===== config.mk =====
export PLATFORM = sky130hd
export DESIGN_NAME = tbus_arbiter
export DESIGN_NICKNAME = d
export VERILOG_FILES = /design/src/rtl/tbus_arbiter.sv
export SDC_FILE = /design/constraint.sdc
export NUM_CORES = 1
export LEC_CHECK = 0
export ABC_CLOCK_PERIOD_IN_PS = 3200
export CAP_MARGIN = 20
export CORE_MARGIN = 2
export CORE_UTILIZATION = 50
export DETAILED_ROUTE_END_ITERATION = 10
export GPL_TIMING_DRIVEN = 0
export PLACE_DENSITY = 0.82
export SKIP_LAST_GASP = 1
export SLEW_MARGIN = 20
export SYNTH_ARGS = -nofsm -noshare
export SYNTH_HDL_FRONTEND = slang
export SYNTH_SLANG_ARGS = --single-unit

===== constraint.sdc =====
create_clock -name clk -period 3.2 [get_ports clk]
set_input_delay 0.48 -clock clk [delete_from_list [all_inputs] [get_ports clk]]
set_output_delay 0.48 -clock clk [all_outputs]
set_load 0.005 [all_outputs]

===== src/rtl/tbus_arbiter.sv =====
// Round-robin arbiter and select sequencer for a 4-source tristate bus.
// Settle cycle before each drive, dead turnaround cycles after it.
module tbus_arbiter #(
  parameter int HOLD_MAX = 8,
  parameter int TURN     = 1
) (
  input  logic       clk,
  input  logic       rst_n,
  input  logic [3:0] req,
  output logic       s,
  output logic       t,
  output logic       oe,
  output logic [3:0] gnt,
  output logic       busy
);

  localparam int CMAX = (HOLD_MAX > TURN) ? HOLD_MAX : TURN;
  localparam int CW   = $clog2(CMAX + 1);

  typedef enum logic [1:0] {
    ST_IDLE,
    ST_SETUP,
    ST_GRANT,
    ST_TURN
  } state_e;

  state_e          state_q, state_d;
  logic [1:0]      ptr_q, ptr_d;
  logic [1:0]      own_q, own_d;
  logic [CW-1:0]   cnt_q, cnt_d;
  logic            oe_q, oe_d;
  logic [3:0]      gnt_q, gnt_d;
  logic            busy_q, busy_d;
  logic [1:0]      win;
  logic            hit;

  // First requester at or after the pointer, wrapping mod 4.
  always_comb begin
    win = ptr_q;
    hit = 1'b0;
    for (int i = 0; i < 4; i++) begin
      if (!hit && req[ptr_q + 2'(i)]) begin
        hit = 1'b1;
        win = ptr_q + 2'(i);
      end
    end
  end

  always_comb begin
    state_d = state_q;
    ptr_d   = ptr_q;
    own_d   = own_q;
    cnt_d   = cnt_q;
    oe_d    = 1'b0;
    gnt_d   = '0;
    unique case (state_q)
      ST_IDLE: begin
        if (hit) begin
          state_d = ST_SETUP;
          own_d   = win;
        end
      end
      ST_SETUP: begin
        state_d = ST_GRANT;
        oe_d    = 1'b1;
        gnt_d   = 4'b0001 << own_q;
        cnt_d   = '0;
      end
      ST_GRANT: begin
        if (!req[own_q] || cnt_q == CW'(HOLD_MAX - 1)) begin
          state_d = ST_TURN;
          cnt_d   = '0;
          ptr_d   = own_q + 2'd1;
        end else begin
          cnt_d = cnt_q + CW'(1);
          oe_d  = 1'b1;
          gnt_d = gnt_q;
        end
      end
      ST_TURN: begin
        if (cnt_q == CW'(TURN - 1)) begin
          state_d = ST_IDLE;
          cnt_d   = '0;
        end else begin
          cnt_d = cnt_q + CW'(1);
        end
      end
      default: state_d = ST_IDLE;
    endcase
    busy_d = (state_d != ST_IDLE);
  end

  always_ff @(posedge clk or negedge rst_n) begin
    if (!rst_n) begin
      state_q <= ST_IDLE;
      ptr_q   <= '0;
      own_q   <= '0;
      cnt_q   <= '0;
      oe_q    <= 1'b0;
      gnt_q   <= '0;
      busy_q  <= 1'b0;
    end else begin
      state_q <= state_d;
      ptr_q   <= ptr_d;
      own_q   <= own_d;
      cnt_q   <= cnt_d;
      oe_q    <= oe_d;
      gnt_q   <= gnt_d;
      busy_q  <= busy_d;
    end
  end

  // Owner only changes on the IDLE->SETUP edge, so selects never glitch.
  assign s    = own_q[0];
  assign t    = own_q[1];
  assign oe   = oe_q;
  assign gnt  = gnt_q;
  assign busy = busy_q;

endmodule


==> metrics.txt <==
vias 752; Die X 48.2 um; Synth top area share 0.409; CP max stage delay 0.55 ns; R2R Path End ptr_q[1]; Max-slew headroom 0.551; final setup violation count 0; die area 2330 sq um; Mean Syn Cell Area 9.78 sq um; FMAX 0.510 GHz; syn nets 117; number of enable flip-flop cells after synthesis 0; crit end category register; P&R area growth vs syn 20.2%; Crit path required time 3.37 ns; hold path cells 2; via count of the first global-routing pass 680; FF-to-FF path depth 3; startpoint types input port; Initial Util 0.549; RSZ-0062 raised after global routing false; GRT overflow 0; Worst-Skew Late Latency 0.28 ns; post-synthesis async set-or-reset flop share 1.00; reg2reg setup slack 1.39 ns; fin area 1180 sq um; post-route ant nets 0; hold path startpoint gnt[0]; largest net degree at the start of global routing 17; Placed Cells 138; count leader, synth dfrtp_1; nets 135; TNS Setup 0 ns; Top delay family on crit path multiplexers; top cells by area, synth dfrtp_1 (41%), ha_1 (14%), nand2_1 (5.4%); 1st-iter DRT viols 11; Arr. time, crit path 2.13 ns; CTS H-tree depth 1; commonest cells in the netlist dfrtp_1 (16), nand2_1 (14), ha_1 (11), inv_1 (8), o21ai_1 (7); CTS Buf Count 3; Slew Viols, Final 0; RePlAce Congestion 0.845; Clock Skews 0.00145 ns; first-pass GRT wire length 2970 um; CTS tree done; Hold/Removal Path Class reg2reg; Least-Margin Pin Slew 0.672 ns; layout cells sized above 1 0.0940; period utilization 0.612; Max-Cap Viols 0; Area after DPL 1140 sq um; Max FO, Critical Path 6; core area 1780 sq um; Antenna Cells 0; Clock Tree Root clkbuf_4; Tmin final 1.96 ns; Fin Hold WS 0.484 ns; Die Span Y 48.2 um; Hold EP gnt[0]; Finished Layout Cells 142; DRC viols 0; clock-pin slew on the worst setup and hold paths 0.08 ns; First-pass DRT Iterations 4; Bufs and invs on worst path 1; # clock sinks 16; WL final 1750 um; row count 15; worst path cell trace clkdlybuf4s50_1, mux4_2, a21boi_2, mux2_1; Most used DFF post-synth dfrtp_1; Final WS setup 1.24 ns; Global Route Usage Sum 0.195; Worst Setup Slack post-DPL 0.927 ns; setup bufs post-CTS 0; pwr dens 766 nW/um^2; Synth Warn # 0; Buffers on Ports 13; Synth cell types 31; post-synthesis sequential area ratio 0.409; Post-CTS Hold Buffers 0; WL per Instance 12.4 um; critical path depth in cells 4; antenna violations before repair 0; P_leak 0.000535 uW; HPWL Detailed 1410 um; mapped cell area 978 sq um; post-synthesis instance total 100; post-CTS sizing 0; status finished clean; Via-to-Cell Ratio 5.30; cell taking the most area after synthesis dfrtp_1; Max Root-Sink Buffers 2; Peak VDD IR 0.486 mV; synthesis-stage register bit count 16; I/O pin total 14; Critical R2R Launch own_q[0]; Fin. Hold Viols 0; critical path type in2reg; highest-delay cell along the critical path mux4_2
[how the worst max path moves through the flow]
stage               end  slack [ns]  startpoint
4_1_cts        ptr_q[1]        1.23      req[3]
3_3_place_gp   ptr_q[1]        0.97      req[3]
6_report       ptr_q[1]        1.24      req[3]
3_5_place_dp   ptr_q[1]        0.93      req[3]
2_1_floorplan  ptr_q[1]        1.53    own_q[0]
5_1_grt        ptr_q[1]        1.17      req[3]
[cell type report]
cell class / instances / area (sq um)
Multi-Input combinational cell: 75 / 537
Buffer: 1 / 11.3
Timing Repair Buffer: 13 / 130
Tap cell: 25 / 31.3
Sequential cell: 16 / 400
Clock buffer: 4 / 36.3
Inverter: 8 / 30.0
Fill cell: 161 / 607
[sequential cells by signal (all words and copies together) (netlist names)]
name,count
cnt_q,4
gnt,4
own_q,2
ptr_q,2
state_q,2
busy,1
oe,1
[metrics by stage]
step | total power, uW | util
6_report | 901 | 0.660
5_1_grt | 985 | 0.660
4_1_cts | 908 | 0.660
3_5_place_dp | 779 | 0.639
3_3_place_gp | 760 | 0.639
2_1_floorplan | 614 | -
[power by group]
group	internal (uW)	leakage (uW)	switching, uW
clock network	69.3	0.0000210	58.4
registers	269	0.000208	67.4
logic	219	0.000306	218
[worst register-to-register path: cells and delay by family, from the launching register on]
kind | cells | cell delay, ns
mux | 2 | 0.95
compound gates | 1 | 0.25
flops | 1 | 0.50
[metal layers]
metal / vias to the layer above / track usage / share of wire
li1: 385 / - / -
met1: 343 / 0.237 / 0.47
met2: 19 / 0.313 / 0.46
met3: 5 / 0.0593 / 0.043
met4: 0 / 0.0973 / 0.025
met5: - / 0 / 0
[placed cells by master (no fill, tap or decap), types with 2 or more instances in the layout]
| master | netlist | layout |
|---|---|---|
| ha_1 | 11 | 11 |
| and3_1 | 3 | 3 |
| o21ai_1 | 7 | 7 |
| clkbuf_4 | 0 | 3 |
| nor3_1 | 4 | 4 |
| o21a_1 | 2 | 2 |
| nor2_1 | 4 | 4 |
| o21ai_0 | 4 | 4 |
| clkdlybuf4s50_1 | 0 | 13 |
| nor2b_1 | 3 | 3 |
| dfrtp_1 | 16 | 16 |
| nand2_1 | 14 | 14 |
| a21oi_1 | 5 | 5 |
| inv_1 | 8 | 8 |
[logic make-up (layout without fill, tap and decap cells)]
group                    after synthesis  in the layout  share of synthesized area
buffers and inverters                  9             26                     0.0422
AND/OR/NAND/NOR                       36             36                      0.193
flip-flops                            16             16                      0.409
multiplexers                           2              2                     0.0345
AO/OA/AOI/OAI                         26             26                      0.180
adder cells (fa/ha/maj)               11             11                      0.141
No activity file was read; power rests on OpenSTA's default activity.
